### src/rtl/accumulator_bank.sv
// Multi-channel accumulator bank with valid/ready input and a one-entry result register.
// Build option: define ACC_SAT_EN to saturate on overflow instead of wrapping.
module accumulator_bank #(
  parameter int IN_W     = 16,
  parameter int ACC_W    = 17,
  parameter int CHANNELS = 4,
  localparam int CH_W    = $clog2(CHANNELS)
) (
  input  logic             clk,
  input  logic             rst_n,
  input  logic             in_valid,
  output logic             in_ready,
  input  logic [IN_W-1:0]  in_data,
  input  logic [CH_W-1:0]  in_ch,
  input  logic             in_clear,
  input  logic             in_last,
  output logic             out_valid,
  input  logic             out_ready,
  output logic [CH_W-1:0]  out_ch,
  output logic [ACC_W-1:0] out_data,
  output logic             out_ovf
);

  logic [ACC_W-1:0] acc [CHANNELS];
  logic             ovf [CHANNELS];

  logic             accept;
  logic             ch_ok;
  logic             hit;
  logic [CH_W:0]    ch_ext;
  logic [ACC_W-1:0] acc_cur;
  logic             ovf_cur;
  logic [ACC_W:0]   sum;
  logic [ACC_W-1:0] acc_nxt;
  logic             ovf_nxt;

  assign in_ready = !out_valid || out_ready;
  assign accept   = in_valid && in_ready;
  // Widened compare keeps the range check meaningful for non-power-of-2 channel counts.
  assign ch_ext   = {1'b0, in_ch};
  assign ch_ok    = ch_ext < (CH_W+1)'(CHANNELS);
  assign hit      = accept && ch_ok;

  always_comb begin
    acc_cur = '0;
    ovf_cur = 1'b0;
    if (ch_ok) begin
      acc_cur = acc[in_ch];
      ovf_cur = ovf[in_ch];
    end
    sum = {1'b0, acc_cur} + {{(ACC_W+1-IN_W){1'b0}}, in_data};
    if (in_clear) begin
      acc_nxt = {{(ACC_W-IN_W){1'b0}}, in_data};
      ovf_nxt = 1'b0;
    end else begin
`ifdef ACC_SAT_EN
      acc_nxt = sum[ACC_W] ? '1 : sum[ACC_W-1:0];
`else
      acc_nxt = sum[ACC_W-1:0];
`endif
      ovf_nxt = ovf_cur | sum[ACC_W];
    end
  end

  always_ff @(posedge clk or negedge rst_n) begin
    if (!rst_n) begin
      for (int unsigned i = 0; i < CHANNELS; i++) begin
        acc[i] <= '0;
        ovf[i] <= 1'b0;
      end
    end else if (hit) begin
      for (int unsigned i = 0; i < CHANNELS; i++) begin
        if (in_ch == CH_W'(i)) begin
          // A last beat re-arms the channel; its total lives on in the output register.
          acc[i] <= in_last ? '0 : acc_nxt;
          ovf[i] <= in_last ? 1'b0 : ovf_nxt;
        end
      end
    end
  end

  always_ff @(posedge clk or negedge rst_n) begin
    if (!rst_n) begin
      out_valid <= 1'b0;
      out_ch    <= '0;
      out_data  <= '0;
      out_ovf   <= 1'b0;
    end else begin
      if (out_valid && out_ready)
        out_valid <= 1'b0;
      if (hit && in_last) begin
        out_valid <= 1'b1;
        out_ch    <= in_ch;
        out_data  <= acc_nxt;
        out_ovf   <= ovf_nxt;
      end
    end
  end

endmodule

### config.mk
export PLATFORM = sky130hd
export DESIGN_NAME = accumulator_bank
export DESIGN_NICKNAME = d
export VERILOG_FILES = /design/src/rtl/accumulator_bank.sv
export SDC_FILE = /design/constraint.sdc
export NUM_CORES = 1
export LEC_CHECK = 0
export CAP_MARGIN = 20
export CELL_PAD_IN_SITES_DETAIL_PLACEMENT = 0
export CELL_PAD_IN_SITES_GLOBAL_PLACEMENT = 1
export CORE_MARGIN = 1.5
export CORE_UTILIZATION = 55
export DETAILED_ROUTE_END_ITERATION = 16
export DONT_BUFFER_PORTS = 1
export PLACE_DENSITY = 0.95
export SLEW_MARGIN = 10
export SYNTH_ARGS = -nofsm -noshare
export SYNTH_HDL_FRONTEND = slang
export SYNTH_SLANG_ARGS = --single-unit
### constraint.sdc
create_clock -name clk -period 6.9 [get_ports clk]
set_input_delay 0.345 -clock clk [delete_from_list [all_inputs] [get_ports clk]]
set_output_delay 0.345 -clock clk [all_outputs]
set_load 0.01 [all_outputs]
[After elaboration in Yosys (flattened, before gate mapping)]
Cells that the tools add are included.
Storage, ports and cells
  flip-flop bits (word level): 93
  input bits: 24
Cells by class
  multiplexer cells: 14
  reduce and logical (&&, ||, !) cells: 12
  magnitude comparators: 2
  add/sub/neg operators: 1
  equality and inequality tests: 3
  bitwise logic cells: 2
Operator list (number)
  17-bit two-way mux: 5
  17-bit binary-select mux with 2-bit select: 1
  17-bit by 16-bit adder with 18-bit output: 1
  2-bit AND reduction: 4
  1-bit two-way mux: 7
  2-bit equality test, second input constant: 2
  1-bit logical AND: 4
  3-bit >= comparator, second input constant: 1
  2-bit by 3-bit < comparator with 1-bit output, second input constant: 1
  2-bit NOT with 3-bit output: 1
  1-bit binary-select mux with 2-bit select: 1
  2-bit by 1-bit equality test with 1-bit output, second input constant: 1
  2-bit zero test: 1
  2-bit nonzero test: 1
  1-bit zero test: 1
  1-bit logical OR: 1
  1-bit bitwise OR: 1

[Longest topological paths before layout]
  word-level depth: 9
  gate-level depth with buffers: 12
  depth with buffers taken out: 10

[Worst setup path after synthesis]
No wires, ideal clock.
  path type: input-to-reg
  start: input in_ch[1]
  end: register ovf[0] (netlist name)
  setup slack: 3844 ps
  arrival time: 2931 ps
  stages on the path: 12
  required time: 6775 ps
  library setup time: 125 ps
  path through: clkbuf_1 -> buf_2 -> buf_1 -> mux4_2 -> ha_1 -> buf_4 -> a21oi_1 -> o21a_1 -> o21ai_1 -> o311ai_2 -> nand2_1 -> mux2_2
On the way
  word-level cells in the longest chain between the ends: 9
  elaborated cells between the ends (all ways): 17
  classes of those cells: add/sub (1); order compare (1); eq/ne (1); mux (10); bitwise (2); reduce/logical (2)
Ends and longest elaborated chain
  start, declared: line 14  | input logic [CH_W-1:0] in_ch,
  2-bit NOT with 3-bit output (implied by the code): line 48, 49
  17-bit binary-select mux with 2-bit select: line 48  | acc_cur = acc[in_ch];
  17-bit two-way mux (implied by the code) (2 in a row): line 48
  17-bit two-way mux: line 47  | if (ch_ok) begin
  17-bit by 16-bit adder with 18-bit output: line 51  | sum = {1'b0, acc_cur} + {{(ACC_W+1-IN_W){1'b0}}, in_data};
  1-bit bitwise OR: line 61  | ovf_nxt = ovf_cur | sum[ACC_W];
  1-bit two-way mux: line 52  | if (in_clear) begin
  1-bit two-way mux: line 76  | ovf[i] <= in_last ? 1'b0 : ovf_nxt;
  end signal, assigned by index: line 76
  end, declared: line 25  | logic ovf [CHANNELS];
Parallel ways exist; a longest one is shown, timed or not. The select of a mux whose other input is x is not followed.
A chain may end at the register's enable or synchronous reset.

[Final worst setup path]
  start: register acc[12] (netlist name)
  end: register ovf[2] (netlist name)
On the way
  word-level cells in the longest chain between the ends: 8
Ends and longest elaborated chain
  start, declared: line 24  | logic [ACC_W-1:0] acc [CHANNELS];
  start signal, assigned by index: line 75  | acc[i] <= in_last ? '0 : acc_nxt;
  17-bit binary-select mux with 2-bit select: line 48
  17-bit two-way mux (implied by the code) (2 in a row): line 48
  17-bit two-way mux: line 47
  17-bit by 16-bit adder with 18-bit output: line 51
  1-bit bitwise OR: line 61
  1-bit two-way mux: line 52
  1-bit two-way mux: line 76
No other way between the ends. The select of a mux whose other input is x is not followed.

==> results_dict.tcl <==
set metrics [dict create \
    finalCriticalPeriod_ns 2.85 \
    wl_met3_mm 1.10 \
    hold_buffers 2 \
    setup_slack_ns 4.05 \
    cts_tree "built" \
    via_per_inst 6.25 \
    syn_area_sq_mm 0.00533 \
    worst_slew_pin_slew_ns 1.05 \
    num-nets-final 514 \
    placedCellCount 589 \
    die_height_microns 101 \
    timing.final.crit_share_pct 41.2 \
    htree_num_levels 3 \
    synth_cell_types 70 \
    rsz0062_at_grt "no" \
    hold_viol_final 0 \
    cp-end-kind "register" \
    synth_top_family_by_area "compound AO/OA/AOI/OAI gates" \
    ys_ff_latch 93 \
    synthXorXnorAreaFrac_pct 1.79 \
    stdcell_count 607 \
    ant_nets 0 \
    area_delta_synth_final_pct 6.11 \
    wl_mm 12.4 \
    worstPathRequired_ns 7.17 \
    worstSkewPairLatency_ns 0.38 \
    via_count 3796 \
    antenna_found_initial 0 \
    critPathKind "reg -> reg" \
    cp_slowest_cell "mux4_2" \
    synth_top_area_share_pct 43.7 \
    synth-compound-area-share_pct 18.3 \
    yosys.area_share.simple_pct 12.3 \
    setup_tns_ns 0 \
    final_common_cell "dfrtp_1" \
    grt_pass1_vias 3844 \
    dpl.hpwl_mm 8.70 \
    irDropWorstVdd_uv 114 \
    routed-wl-met2_mm 5.84 \
    synth-async-reset-ratio_pct 100 \
    ys_warn_count 0 \
    path_delay_family "compound AO/OA/AOI/OAI gates" \
    top_layer "met4" \
    n_antenna_cell 0 \
    synth_fa_ha_area_share_pct 4.14 \
    die_w_microns 101 \
    cp.arrival_ns 3.11 \
    drive_gt1_share_pct 22.0 \
    gp_congestion 0.944 \
    fmax_mhz 351 \
    finalMaxSlewViolations 0 \
    cts_root_buffer "clkbuf_8" \
    setup_viol_count_final 0 \
    design.die.area_sq_mm 0.0103 \
    cts_num_sinks 93 \
    io_buffer_count 0 \
    io_pins 46 \
    status "finished clean" \
    avgSynthCellArea_sq_um 10.9 \
    grt_first_pass_wirelength_mm 19.8 \
    drv_cap 0 \
    worstPathCellList "mux4_2 > ha_1 > a21oi_1 > o21a_1 > o21ai_1 > o311ai_2 > nand2_1 > mux2_2" \
    cp.buffers_inverters 0 \
    m1WireLength_mm 5.25 \
    grt_max_degree 94 \
    synth_edf_count 0 \
    dr.pass1.iters 5 \
    finClkSkew_ns 0.0127 \
    max_stage_delay_ns 0.49 \
    max_slew_margin_pct 29.5 \
    start_util_pct 57.1 \
    place_ws_ns 4.14 \
    drc 0 \
    cts_setup_buffers 0 \
    leakage_nw 2.51 \
    track_usage_pct 25.7 \
    p_total_mw 1.88 \
    synthTopCellsByArea "dfrtp_1 44%, mux4_2 7.6%, mux2_2 7.2%" \
    drt_iter0_drc 161 \
    syn_nets 528 \
    synth_ff_type "dfrtp_1" \
    cts_buffers 9 \
    ys_seq_area_share_pct 43.7 \
    synthCells 487 \
    clk_path_buf_depth 2 \
    fp.coreArea_sq_mm 0.00933 \
    grt_overflow 0 \
    cts-resized-gates 0 \
    p_per_area_mw_per_mm2 333 \
    clkTransAtPathRegs_ns 0.10 \
    post_drt_wl_per_cell_microns 20.5 \
    synth_top_area_cell "dfrtp_1" \
    core.rowCount 35 \
    final_cell_mix "93 x dfrtp_1, 78 x nand2_1, 34 x mux2_2" \
    yosys-mux-area-fraction_pct 16.7 \
    hp-class "in -> reg" \
    critPathMaxFanout 6 \
    startpoint_type "register" \
]
==> Yosys cell counts (11+ instances only) <==
library cell,number
dfrtp_1,93
a21oi_1,19
buf_2,11
o21ai_0,11
mux4_2,18
ha_1,16
mux2_2,34
o21ai_1,13
a22o_1,12
nand2_1,78
nor2_1,29
o31ai_1,21
clkbuf_1,16
==> layer usage <==
layer / global-route usage, % / vias to the layer above
li1: - / 1750
met1: 34.6 / 1898
met2: 40.7 / 132
met3: 5.31 / 16
met4: 10.9 / 0
met5: 0 / -
==> power breakdown <==
group          internal [mW]  total, mW  switching, mW  leakage, nW
registers              0.688      0.783         0.0948         1.20
clock network          0.222      0.429          0.208        0.121
logic                  0.302      0.668          0.366         1.19
==> per-stage QoR <==
stage	util [%]	area (sq um)	hold slack [ns]
2_1_floorplan	-	5330	0.0494
3_3_place_gp	57.6	5380	0.0510
3_5_place_dp	57.6	5380	0.0511
4_1_cts	60.6	5650	0.0351
5_1_grt	60.6	5650	0.0509
6_report	60.6	5650	0.0504
==> cell families after synthesis <==
| logic type | count (synthesis) |
|---|---|
| mux | 61 |
| flops | 93 |
| fa+ha+maj | 17 |
| compound gates | 124 |
| buf+inv | 39 |
| xor+xnor | 10 |
| simple gates | 143 |
==> sequential cells by signal, summed over array words and instances (netlist names) <==
register	cells
acc	68
out_ovf	1
out_ch	2
out_valid	1
ovf	4
out_data	17
==> worst paths after layout <==
| path | from | endpoint | slack [ns] | depth (start not counted) |
|---|---|---|---|---|
| max | acc[12] | ovf[2] | 4.05 | 8 |
| min | in_clear | out_data[16] | 0.05 | 1 |
| min in group asynchronous | rst_n | out_data[4] | 0.49 | 2 |
| max in group asynchronous | rst_n | acc[25] | 5.98 | 2 |
| max reg2reg | acc[12] | ovf[2] | 4.05 | 8 |
| min reg2reg | acc[16] | acc[16] | 0.48 | 2 |
==> final cells by class <==
class | count | area, sq um
clock buffers | 10 | 138
clock inverters | 6 | 100
fillers | 752 | 3680
inverters | 9 | 33.8
multi-input cells | 355 | 2830
flip-flops and latches | 93 | 2330
well taps | 129 | 161
repair buffers | 5 | 60.1
No activity file was read; power rests on OpenSTA's default activity.
